**src/rtl/cp0.sv**
```systemverilog
// Coprocessor 0: SR, Cause, EPC and PRId, plus exception/interrupt entry and eret.
// Define CP0_BADVADDR_EN to add BadVAddr (reg 8) and the badvaddr input.
module cp0 #(
   parameter logic [31:0] PRID = 32'h0000_2017
) (
   input  logic        clk,
   input  logic        reset_n,
   input  logic [4:0]  a1,
   input  logic [4:0]  a2,
   input  logic [31:0] din,
   input  logic        we,
   input  logic [31:0] pc,
   input  logic        bd,
   input  logic [4:0]  exccode,
   input  logic        exl_clr,
   input  logic [5:0]  hwint,
`ifdef CP0_BADVADDR_EN
   input  logic [31:0] badvaddr,
`endif
   output logic        intreq,
   output logic [31:0] epc,
   output logic [31:0] dout
);

   localparam logic [4:0] REG_BADVADDR = 5'd8;
   localparam logic [4:0] REG_SR       = 5'd12;
   localparam logic [4:0] REG_CAUSE    = 5'd13;
   localparam logic [4:0] REG_EPC      = 5'd14;
   localparam logic [4:0] REG_PRID     = 5'd15;

   logic [5:0]  im_reg;
   logic        exl_reg;
   logic        ie_reg;
   logic        bd_reg;
   logic [5:0]  ip_reg;
   logic [4:0]  exccode_reg;
   logic [31:0] epc_reg;
`ifdef CP0_BADVADDR_EN
   logic [31:0] badvaddr_reg;
`endif

   logic [5:0]  masked_int;
   logic        irq;
   logic        exc;
   logic [31:0] pc_word;
   logic [31:0] epc_next;
   logic [31:0] sr_word;
   logic [31:0] cause_word;
   logic [1:0]  unused_pc;

   for (genvar gi = 0; gi < 6; gi++) begin : g_mask
      assign masked_int[gi] = hwint[gi] & im_reg[gi];
   end

   assign irq    = (|masked_int) & ie_reg & ~exl_reg;
   assign exc    = (exccode != 5'd0) & ~exl_reg;
   assign intreq = irq | exc;

   // A delay-slot victim must restart at its branch so the branch is re-executed.
   assign pc_word   = {pc[31:2], 2'b00};
   assign epc_next  = bd ? (pc_word - 32'd4) : pc_word;
   assign unused_pc = pc[1:0];

   assign sr_word    = {16'h0000, im_reg, 8'h00, exl_reg, ie_reg};
   assign cause_word = {bd_reg, 15'h0000, ip_reg, 3'b000, exccode_reg, 2'b00};
   assign epc        = epc_reg;

   always_comb begin
      dout = 32'h0000_0000;
      case (a1)
         REG_SR:       dout = sr_word;
         REG_CAUSE:    dout = cause_word;
         REG_EPC:      dout = epc_reg;
         REG_PRID:     dout = PRID;
`ifdef CP0_BADVADDR_EN
         REG_BADVADDR: dout = badvaddr_reg;
`endif
         default:      dout = 32'h0000_0000;
      endcase
   end

   always_ff @(posedge clk or negedge reset_n) begin
      if (!reset_n) begin
         im_reg       <= 6'd0;
         exl_reg      <= 1'b0;
         ie_reg       <= 1'b0;
         bd_reg       <= 1'b0;
         ip_reg       <= 6'd0;
         exccode_reg  <= 5'd0;
         epc_reg      <= 32'd0;
`ifdef CP0_BADVADDR_EN
         badvaddr_reg <= 32'd0;
`endif
      end else begin
         ip_reg <= hwint;
         if (intreq) begin
            // Entry suppresses any eret or mtc0 in the same cycle.
            exl_reg     <= 1'b1;
            exccode_reg <= irq ? 5'd0 : exccode;
            bd_reg      <= bd;
            epc_reg     <= epc_next;
`ifdef CP0_BADVADDR_EN
            if (!irq && (exccode == 5'd4 || exccode == 5'd5))
               badvaddr_reg <= badvaddr;
`endif
         end else begin
            if (we && a2 == REG_SR) begin
               im_reg  <= din[15:10];
               exl_reg <= din[1];
               ie_reg  <= din[0];
            end
            if (we && a2 == REG_EPC)
               epc_reg <= {din[31:2], 2'b00};
            // Placed after the SR write so eret owns EXL when both happen.
            if (exl_clr)
               exl_reg <= 1'b0;
         end
      end
   end

endmodule

```
**config.mk**
```make
export PLATFORM = sky130hd
export DESIGN_NAME = cp0
export DESIGN_NICKNAME = d
export VERILOG_FILES = /design/src/rtl/cp0.sv
export SDC_FILE = /design/constraint.sdc
export NUM_CORES = 1
export LEC_CHECK = 0
export CORE_MARGIN = 2
export CORE_UTILIZATION = 38
export CTS_CLUSTER_SIZE = 14
export DETAILED_ROUTE_END_ITERATION = 12
export PLACE_DENSITY = 0.77
export SETUP_SLACK_MARGIN = 0.2
export SLEW_MARGIN = 0
export SYNTH_ARGS = -nofsm -noshare
export SYNTH_HDL_FRONTEND = slang
export SYNTH_SLANG_ARGS = --single-unit
```
**constraint.sdc**
```tcl
create_clock -name clk -period 1.9 [get_ports clk]
set_input_delay 0.285 -clock clk [delete_from_list [all_inputs] [get_ports clk]]
set_output_delay 0.285 -clock clk [all_outputs]
set_load 0.01 [all_outputs]
```
; Word level (Yosys, flattened, before mapping)
; Index checks and enable logic that the tools add are counted.
[totals]
ff_bits = 52
input_bits = 90
[op_classes]
add_sub_neg = 1
eq_ne = 6
mux = 8
bitwise = 12
reduce_logical = 7
[ops]
columns = op, count
row1 = $pmux W32 S4, 1
row2 = $mux W32, 3
row3 = $sub A32 B3 Y32 const B, 1
row4 = $eq A5 B4 Y1 const B, 6
row5 = $and A1 B1 Y1, 9
row6 = $reduce_or A6 Y1, 1
row7 = $mux W5, 1
row8 = $reduce_bool A5 Y1, 1
row9 = $mux W1, 3
row10 = $reduce_bool A3 Y1, 1
row11 = $logic_and A1 B1 Y1, 2
row12 = $not A1 Y1, 2
row13 = $reduce_and A2 Y1, 1
row14 = $reduce_bool A2 Y1, 1
row15 = $or A1 B1 Y1, 1

; Logic depth before layout (Yosys ltp)
; Gate-level depths: netlist of run 1.
[depth]
ltp_word = 7
ltp_mapped = 8
ltp_nobuf = 6

; Worst setup path after synthesis of run 1
; Ideal clock, no wire load.
[synth_path]
path_type = register to output
from = register exl_reg
to = output port intreq
t_arrival_ns = 1.879
required_ns = 1.615
path_slack_ns = -0.264
path_stages_with_launch = 6
path_cell_list = dfrtp_1 clkbuf_1 a311oi_1 nor2_1 clkinv_1 buf_1
[synth_via]
elab_chain_len = 3
word_cells_on_any_way = 4
cone_classes = bitwise: 4
[synth_rtl]
columns = item, line_no
row1 = "start, declared", 32  ; logic exl_reg;
row2 = "start signal, assigned", 109  ; exl_reg <= din[1];
row3 = $not A1 Y1 *, "55, 56"
row4 = "$and A1 B1 Y1, on equally long branches", "55, 56"
row5 = $or A1 B1 Y1 *, 57  ; assign intreq = irq | exc;
row6 = "end, declared", 20  ; output logic intreq,
; Mark *: on every way between the ends. The rest lies on a longest branch, timed or not.

; Worst setup path in the final report of run 1
[layout_path]
from = input port pc[19]
to = register epc_reg[25] (netlist: epc[25])
[layout_via]
elab_chain_len = 3
[layout_rtl]
columns = item, line_no
row1 = "start, declared", 12  ; input logic [31:0] pc,
row2 = $sub A32 B3 Y32, 61  ; assign epc_next = bd ? (pc_word - 32'd4) : pc_word;
row3 = $mux W32, 61
row4 = $mux W32, 96  ; if (intreq) begin
row5 = "end signal, assigned", 101  ; epc_reg <= epc_next;
row6 = "end signal, assigned", 113  ; epc_reg <= {din[31:2], 2'b00};
row7 = "end, declared", 37  ; logic [31:0] epc_reg;
; No other way between the ends.
; A chain may end at the register's enable or synchronous reset.

==> results of run 1 <==
==> through the flow <==
step | setup TNS, ns | utilization | cells
CTS | -0.05281 | 0.6964 | 718
global route | -0.4454 | 0.7420 | 732
finish | -0.3130 | 0.7420 | 732
detailed placement | -27.28 | 0.6519 | 688
floorplan | -1.913 | - | 375
global placement | -25.29 | 0.6519 | 688
==> report_power, final <==
group	internal, mW	leakage (nW)	switching, mW
Combinational	1.85	2.23	1.43
Sequential	1.51	0.586	0.426
Clock	0.392	0.0504	0.386
Total	3.75	2.87	2.24
==> worst min path at each step <==
| stage | start | to | slack (ns) | cells past startpoint |
|---|---|---|---|---|
| global route | reset_n | epc[26] | 0.13 | 2 |
| finish | reset_n | epc[26] | 0.08 | 2 |
| floorplan | reset_n | bd_reg | -0.01 | 0 |
| CTS | reset_n | epc[2] | 0.11 | 2 |
| global placement | reset_n | epc[24] | 0.43 | 2 |
| detailed placement | reset_n | epc[26] | 0.44 | 2 |
==> metal layers <==
metal	part of all wire	wire, um	vias up	track usage
met5	0	0	-	0
met3	0.061	938	47	0.03935
met2	0.52	7937	206	0.5078
li1	-	-	1932	-
met1	0.39	5995	2135	0.3420
met4	0.031	476	0	0.08641
==> area by class of cell <==
class,count,area share
inverters,5,0.003064
well taps,108,0.02068
clock inverters,3,0.006894
multi-input cells,288,0.3930
clock buffers,5,0.01053
repair buffers,273,0.3744
flip-flops and latches,50,0.1915
==> layout by cell type (no fill, tap or decap), drive strengths merged, types with 14 or more instances in the layout <==
master         instances
and2                  18
nor4                  21
o31a                  16
buf                  148
dfrtp                 50
nor2                  25
a31oi                 17
or4                   14
clkbuf                23
and4                  16
mux2i                 34
clkdlybuf4s50         76
dlygate4sd2           22
==> logic make-up after synthesis <==
| logic type | share of synthesized area |
|---|---|
| compound gates | 0.1565 |
| xor+xnor | 0.03280 |
| fa+ha+maj | 0.003604 |
| buf+inv | 0.04506 |
| flops | 0.3605 |
| mux | 0.1240 |
| other cells | 0.001080 |
| simple gates | 0.2765 |
==> timing repair <==
action | CTS | global route
pin swaps | 33 | 31
gates resized for setup | 213 | 101
cloned | 3 | 1
endpoints found under the hold margin | 0 | 0
buffers inserted | 19 | 13
setup endpoints to repair | 72 | 68
==> impl_metrics.py, run 1 <==
metrics = {
    "status": {
        "status": "complete, but fails checks",
        "failed_checks": "setup timing",
    },
    "critical_path": {
        "cp-end-kind": "flip-flop",
        "path_buf_inv": 2,
        "critical_path.max_fanout": 8,
        "critPathLaunch": "pc[19]",
        "cpMostUsedCell": "buf_6",
        "arrival_ns": 2.20,
        "r2r_cells": 7,
        "start_kind": "primary input",
        "path_delay_family": "simple AND/OR/NAND/NOR gates",
        "cp_cell_sequence": "buf_6 -> or3_4 -> or4_4 -> buf_6 -> or4_1 -> a31oi_1",
        "worstSetupPathType": "in2reg",
        "cpMaxStageDelayCell": "or4_4",
        "reg2reg_from": "im_reg[1]",
        "crit_required_ns": 2.12,
        "cp.depth": 6,
        "r2r_end": "epc[28]",
        "slowest_delay_ns": 0.58,
        "rrSetupSlack_ns": 0.07,
        "critical_path.endpoint": "epc[25]",
    },
    "sta": {
        "fin_skew_ns": 0.002741,
        "fin_crit_ns": 1.974,
        "grt_setup_unrepaired": "true",
        "period_share": 1.039,
        "setup_viol": 8,
        "hold_slack_ns": 0.08022,
        "tightest_slew_ns": 0.6680,
        "hold_viol": 0,
        "max_freq_ghz": 0.5067,
        "relSlewSlack": 0.5546,
        "slew_viol_final": 0,
        "setup_slack_ns": -0.07360,
    },
    "placed_design": {
        "io_buffers": 150,
        "placed_cell_area_um2": 5741,
        "place_ws_ns": -0.7066,
        "dp_hpwl_um": 10020,
        "place_congestion": 0.8347,
    },
    "floorplan": {
        "io_pins": 155,
        "die_area_um2": 9914,
        "dieHeight_um": 99.57,
        "std_cell_rows": 34,
        "start_util": 0.3941,
        "fp.dieW_um": 99.57,
        "coreArea_um2": 8806,
    },
    "cells_and_area": {
        "largest_reg_flops": 30,
        "final-seq-area_um2": 1251,
        "drive_gt1_frac": 0.4119,
        "final_cell_area_um2": 6534,
        "n_antenna_cell": 0,
        "fillers": 588,
        "syn2layout_area_growth_pct": 88.25,
        "fin_nets": 714,
        "multi_input_area_um2": 2567,
    },
    "cts": {
        "cts_buffers": 5,
        "cts_sinks": 50,
        "ctsHoldBuffers": 0,
        "clk_pin_slew_ns": 0.10,
        "cts_root_buffer": "clkbuf_8",
        "cts_tree": "yes",
        "clk_path_buf_depth": 2,
        "clkLatencyLatePin_ns": 0.31,
        "htree_levels": 2,
    },
    "yosys": {
        "netlist_instances": 374,
        "yosysSeqAreaShare": 0.3605,
        "synth_top_area_frac": 0.3605,
        "ys.flop_type": "dfrtp_1",
        "synth_edf_count": 0,
        "synth.area.top_cells": "dfrtp_1 (36%), mux2i_1 (9.8%), and4_1 (4.0%)",
        "synth-seq-cells": 50,
        "synth.distinct_cells": 47,
        "syn_area_um2": 3471,
        "synth_commonest_cells": "dfrtp_1 (50), mux2i_1 (34), clkbuf_1 (26)",
        "async_flop_share": 1.000,
        "syn_avg_cell_area_um2": 9.280,
        "synth_largest_area_cell": "dfrtp_1",
        "yosysWarnings": 0,
        "synth.most_common_cell": "dfrtp_1",
    },
    "global_route": {
        "grt_pass1_vias": 4212,
        "overflow": 0,
        "track_usage": 0.2797,
        "grt_antenna_before_repair": 0,
        "grt_max_degree": 51,
        "grt_pass1_wl_um": 21940,
    },
    "job": {
        "drv_cap": 0,
    },
    "pwr": {
        "leakage_nw": 2.870,
        "p_total_mw": 5.989,
        "p_per_area_nw_per_um2": 916.6,
        "ir_worst_vdd_mv": 0.4680,
    },
    "routing": {
        "wl_um": 15350,
        "route.detailed.wl_per_inst_um": 20.97,
        "final_antenna_net_count": 0,
        "drt-initial-drc-count": 275,
        "route.detailed.vias_per_inst": 5.902,
        "drc_errors": 0,
        "drtPass1Iterations": 5,
        "num_vias": 4320,
    },
    "worst_hold_path": {
        "hp-class": "in2async",
    },
}
No activity file was read; power rests on OpenSTA's default activity.
==> run 2: changes to the inputs <==
Settings changed: CORE_UTILIZATION 38 to 30, PLACE_DENSITY 0.77 to unset.
==> impl_metrics.py, run 2 (same netlist as run 1, synthesis figures left out) <==
metrics = {
    "status": {
        "status": "complete, but fails checks",
        "failed_checks": "setup timing",
    },
    "global_route": {
        "grt_antenna_before_repair": 0,
        "overflow": 0,
        "grt_pass1_wl_um": 22580,
        "grt_pass1_vias": 4039,
        "grt_max_degree": 22,
        "track_usage": 0.2280,
    },
    "sta": {
        "relSlewSlack": 0.6448,
        "grt_setup_unrepaired": "true",
        "setup_viol": 3,
        "hold_viol": 0,
        "hold_slack_ns": 0.2591,
        "tightest_slew_ns": 0.5303,
        "setup_slack_ns": -0.05946,
        "fin_skew_ns": 0.003051,
        "max_freq_ghz": 0.5103,
        "fin_crit_ns": 1.959,
        "period_share": 1.031,
        "slew_viol_final": 0,
    },
    "cells_and_area": {
        "n_antenna_cell": 0,
        "mostFrequentLayoutCell": "buf_4",
        "fin_util": 0.5777,
        "largest_reg_flops": 30,
        "fin_nets": 711,
        "syn2layout_area_growth_pct": 89.26,
        "fillers": 1030,
        "most-common-layout-cells": "buf_4 (85), clkdlybuf4s50_1 (77), dfrtp_1 (50)",
        "drive_gt1_frac": 0.4219,
        "final_cell_area_um2": 6569,
    },
    "routing": {
        "final_antenna_net_count": 0,
        "num_vias": 4132,
        "route.detailed.wl_per_inst_um": 19.14,
        "drc_errors": 0,
        "route.detailed.vias_per_inst": 5.408,
        "drtPass1Iterations": 5,
        "drt-initial-drc-count": 254,
        "wl_um": 14620,
    },
    "cts": {
        "clkLatencyLatePin_ns": 0.29,
        "cts_root_buffer": "clkbuf_16",
        "htree_levels": 2,
        "cts_sinks": 50,
        "clk_pin_slew_ns": 0.07,
        "clk_path_buf_depth": 2,
        "cts_buffers": 5,
        "cts_tree": "yes",
    },
    "floorplan": {
        "io_pins": 155,
        "start_util": 0.3053,
        "dieHeight_um": 111.6,
        "std_cell_rows": 39,
        "coreArea_um2": 11370,
        "fp.dieW_um": 111.6,
        "die_area_um2": 12450,
    },
    "placed_design": {
        "dp_hpwl_um": 10260,
        "place_ws_ns": -0.7419,
        "io_buffers": 150,
        "place_congestion": 0.8999,
        "placed_cell_area_um2": 5782,
    },
    "critical_path": {
        "crit_required_ns": 2.11,
        "cpMaxStageDelayCell": "or4_4",
        "cp-end-kind": "flip-flop",
        "critical_path.max_fanout": 7,
        "start_kind": "primary input",
        "cp_cell_sequence": "buf_6 -> or4_4 -> or4_4 -> buf_6 -> or4b_1 -> a31oi_1",
        "reg2reg_from": "im_reg[1]",
        "worstSetupPathType": "in2reg",
        "critPathLaunch": "pc[13]",
        "arrival_ns": 2.17,
        "slowest_delay_ns": 0.53,
    },
    "worst_hold_path": {
        "min_from": "hwint[3]",
        "hp-class": "in2reg",
    },
    "pwr": {
        "p_per_area_nw_per_um2": 938.8,
        "intPower_mw": 3.949,
        "p_clk_frac": 0.173,
        "p_sw_frac": 0.3597,
        "p_sw_mw": 2.218,
        "leakage_nw": 2.870,
        "p_seq_frac": 0.311,
        "ir_worst_vdd_mv": 0.4260,
        "combPwrFrac": 0.516,
    },
    "job": {
        "drv_cap": 0,
    },
}
==> run 2: changes by cell type in the layout (fill, tap and decap cells not counted), moves of 4 or more <==
cell and delta:
buf_6 +6, dlygate4sd2_1 -8, and2_4 +7, clkbuf_8 -5
nor2_1 -4, buf_2 +12, and2_1 -7, clkbuf_2 -7
clkbuf_16 +4, buf_4 -6
==> run 2: path summary, 6_finish.rpt <==
| check | endpoint | slack (ns) | depth (start not counted) |
|---|---|---|---|
| worst min-delay path | ip_reg[3] | 0.26 | 1 |
| worst max-delay path | epc[22] | -0.06 | 6 |
| worst max register to register | im_reg[4] | 0.01 | 8 |
| max in group asynchronous | exccode_reg[4] | 0.76 | 3 |
| min in group asynchronous | epc[28] | 0.50 | 2 |
| worst min register to register | exccode_reg[1] | 0.48 | 1 |
==> run 2: final cells by class <==
cell class,count,area [um^2],share of cell area
Inverter,5,20.02,0.003048
Timing Repair Buffer,270,2426,0.3693
Sequential cell,50,1251,0.1905
Clock buffer,5,125.1,0.01905
Clock inverter,3,47.55,0.007238
Tap cell,143,178.9,0.02724
Multi-Input combinational cell,288,2520,0.3836
==> run 2: what timing repair did <==
action	in CTS	in global routing
setup buffers	25	3
hold endpoints to repair	19	0
gates cloned	6	0
gates resized for setup	282	68
hold buffers	1	0
setup endpoints to repair	77	57
pin swaps	46	18
==> run 2: power groups by stage <==
| stage | sequential, mW | combinational [mW] | clock (mW) |
|---|---|---|---|
| 6_report | 1.92 | 3.18 | 1.06 |
| 5_1_grt | 1.99 | 3.39 | 1.12 |
| 4_1_cts | 1.91 | 2.94 | 1.07 |
| 3_5_place_dp | 1.92 | 2.71 | 0 |
| 3_3_place_gp | 1.91 | 2.67 | 0 |
| 2_1_floorplan | 1.94 | 1.16 | 0 |
==> run 2: worst max-delay path, delay by kind of cell <==
| kind | cells | cell delay [ns] |
|---|---|---|
| AOI/OAI and AO/OA | 1 | 0.19 |
| buffers and inverters | 2 | 0.25 |
| and+or+nand+nor | 3 | 1.44 |
==> run 2: metrics by stage <==
stage | total power [mW] | TNS, ns | std cells
6_report | 6.167 | -0.08703 | 764
5_1_grt | 6.499 | -0.5609 | 764
4_1_cts | 5.917 | -0.1152 | 761
3_5_place_dp | 4.629 | -27.07 | 721
3_3_place_gp | 4.576 | -24.86 | 721
2_1_floorplan | 3.096 | -1.913 | 375
==> run 2: layer usage <==
| metal | routed length, um | global-route usage | vias to the layer above |
|---|---|---|---|
| li1 | - | - | 1931 |
| met1 | 6595 | 0.3152 | 2030 |
| met2 | 7073 | 0.3797 | 149 |
| met3 | 709 | 0.03430 | 22 |
| met4 | 244 | 0.05103 | 0 |
| met5 | 0 | 0 | - |
==> run 3: changes to the inputs <==
Settings changed: CTS_BUF_LIST set to sky130_fd_sc_hd__clkbuf_8, CTS_CLUSTER_SIZE 14 to unset.
==> impl_metrics.py, run 3 (same netlist as run 1, synthesis figures left out) <==
metrics = {
    "cts": {
        "clk_path_buf_depth": 2,
        "cts_root_buffer": "clkbuf_8",
        "cts_tree": "yes",
        "clkLatencyLatePin_ns": 0.31,
        "htree_levels": 2,
        "cts_buffers": 5,
        "clk_pin_slew_ns": 0.10,
        "cts_sinks": 50,
    },
    "placed_design": {
        "io_buffers": 150,
        "placed_cell_area_um2": 5782,
        "dp_hpwl_um": 10260,
        "place_congestion": 0.8999,
        "dp.cells": 721,
    },
    "routing": {
        "drc_errors": 0,
        "wl_um": 14370,
        "route.detailed.vias_per_inst": 5.377,
        "final_antenna_net_count": 0,
        "drtPass1Iterations": 5,
        "num_vias": 4092,
        "drt-initial-drc-count": 199,
        "route.detailed.wl_per_inst_um": 18.88,
    },
    "pwr": {
        "intPower_mw": 3.709,
        "leakage_nw": 2.846,
        "p_clk_frac": 0.137,
        "ir_worst_vdd_mv": 0.4336,
        "p_per_area_nw_per_um2": 905.3,
        "p_sw_frac": 0.3672,
        "p_seq_frac": 0.327,
        "p_sw_mw": 2.153,
        "combPwrFrac": 0.536,
    },
    "sta": {
        "setup_viol": 1,
        "setup_slack_ns": -0.03657,
        "fin_crit_ns": 1.937,
        "tightest_slew_ns": 0.5461,
        "period_share": 1.019,
        "grt_setup_unrepaired": "true",
        "hold_viol": 0,
        "max_freq_ghz": 0.5164,
        "fin_skew_ns": 0.003561,
        "slew_viol_final": 0,
        "relSlewSlack": 0.6342,
    },
    "critical_path": {
        "cp-end-kind": "flip-flop",
        "r2r_cells": 8,
        "critPathLaunch": "pc[13]",
        "reg2reg_from": "im_reg[1]",
        "start_kind": "primary input",
        "crit_required_ns": 2.13,
        "critical_path.endpoint": "epc[22]",
        "rrSetupSlack_ns": 0.10,
        "r2r_end": "bd_reg",
        "arrival_ns": 2.17,
        "worstSetupPathType": "in2reg",
        "critical_path.max_fanout": 7,
    },
    "cells_and_area": {
        "largest_reg_flops": 30,
        "fillers": 1019,
        "n_antenna_cell": 0,
        "final_cell_area_um2": 6475,
        "syn2layout_area_growth_pct": 86.55,
        "mostFrequentLayoutCell": "buf_4",
        "drive_gt1_frac": 0.4078,
        "fin_cells": 761,
        "most-common-layout-cells": "buf_4 (83), clkdlybuf4s50_1 (78), dfrtp_1 (50)",
        "fin_nets": 708,
    },
    "status": {
        "status": "complete, but fails checks",
        "failed_checks": "setup timing",
    },
    "floorplan": {
        "dieHeight_um": 111.6,
        "std_cell_rows": 39,
        "coreArea_um2": 11370,
        "io_pins": 155,
        "start_util": 0.3053,
        "die_area_um2": 12450,
        "fp.dieW_um": 111.6,
    },
    "global_route": {
        "grt_pass1_vias": 4069,
        "track_usage": 0.2201,
        "grt_max_degree": 22,
        "overflow": 0,
        "grt_pass1_wl_um": 21950,
        "grt_antenna_before_repair": 0,
    },
    "job": {
        "drv_cap": 0,
    },
    "worst_hold_path": {
        "hp-class": "in2reg",
    },
}
## run 3: changes by cell type in the layout (fill, tap and decap cells not counted), moves of 2 or more
cell / change
dlygate4sd2_1: -4
clkbuf_8: +5
clkbuf_16: -4
nor4_2: -4
buf_4: -2
clkdlybuf4s15_2: +3
nor4_4: -2
dlymetal6s2s_1: +3
nor2_2: -2
nor4_1: +6
o31ai_2: -2
clkbuf_2: -2
nor2_1: +3
## run 3: power by group through the flow
stage	sequential [mW]	clock, mW	combinational (mW)
2_1_floorplan	1.94	0	1.16
3_3_place_gp	1.91	0	2.67
3_5_place_dp	1.92	0	2.71
4_1_cts	1.91	0.812	2.82
5_1_grt	1.99	0.854	3.35
6_report	1.92	0.801	3.14
## run 3: worst min path at each step
stage | startpoint | end | cells after the start
2_1_floorplan | reset_n | bd_reg | 0
3_3_place_gp | reset_n | epc[28] | 1
3_5_place_dp | reset_n | epc[28] | 1
4_1_cts | hwint[5] | ip_reg[5] | 1
5_1_grt | hwint[3] | ip_reg[3] | 1
6_report | hwint[3] | ip_reg[3] | 1
## run 3: repair_timing
item	4_1_cts	5_1_grt
setup buffers	22	3
pin swaps	40	21
hold buffers	1	0
endpoints found under the setup margin	72	58
hold endpoints to repair	19	0
cloned	5	1
gates resized for setup	268	68
## run 3: layer usage
metal	routed length, um	global-route usage	up-vias
met2	6997	0.3711	151
li1	-	-	1922
met3	755	0.03103	17
met1	6376	0.2964	2002
met5	0	0	-
met4	239	0.06173	0
## run 3: final cells by class
cell class / count / area [um^2] / share of cell area
multi-input combinational: 288 / 2484 / 0.3836
timing repair buffer: 267 / 2425 / 0.3745
sequential: 50 / 1251 / 0.1932
tap: 143 / 178.9 / 0.02763
clock buffer: 5 / 68.82 / 0.01063
clock inverter: 3 / 47.55 / 0.007343
inverter: 5 / 20.02 / 0.003092
## run 3: critical path: stages
cell and delay, ns:
buf_6 0.10, or4_4 0.53, or4_4 0.46, buf_6 0.16, or4b_1 0.46, a31oi_1 0.18
## run 3: stage by stage
step	utilization	hold WS (ns)	setup WS, ns	power, mW	TNS, ns
floorplan	-	-0.01059	-0.2153	3.096	-1.913
global placement	0.5085	0.2858	-0.6951	4.576	-24.86
detailed placement	0.5085	0.2979	-0.7419	4.629	-27.07
CTS	0.5429	0.2451	-0.04764	5.546	-0.06494
global route	0.5695	0.1299	-0.05387	6.194	-0.1032
finish	0.5695	0.1384	-0.03657	5.862	-0.03657
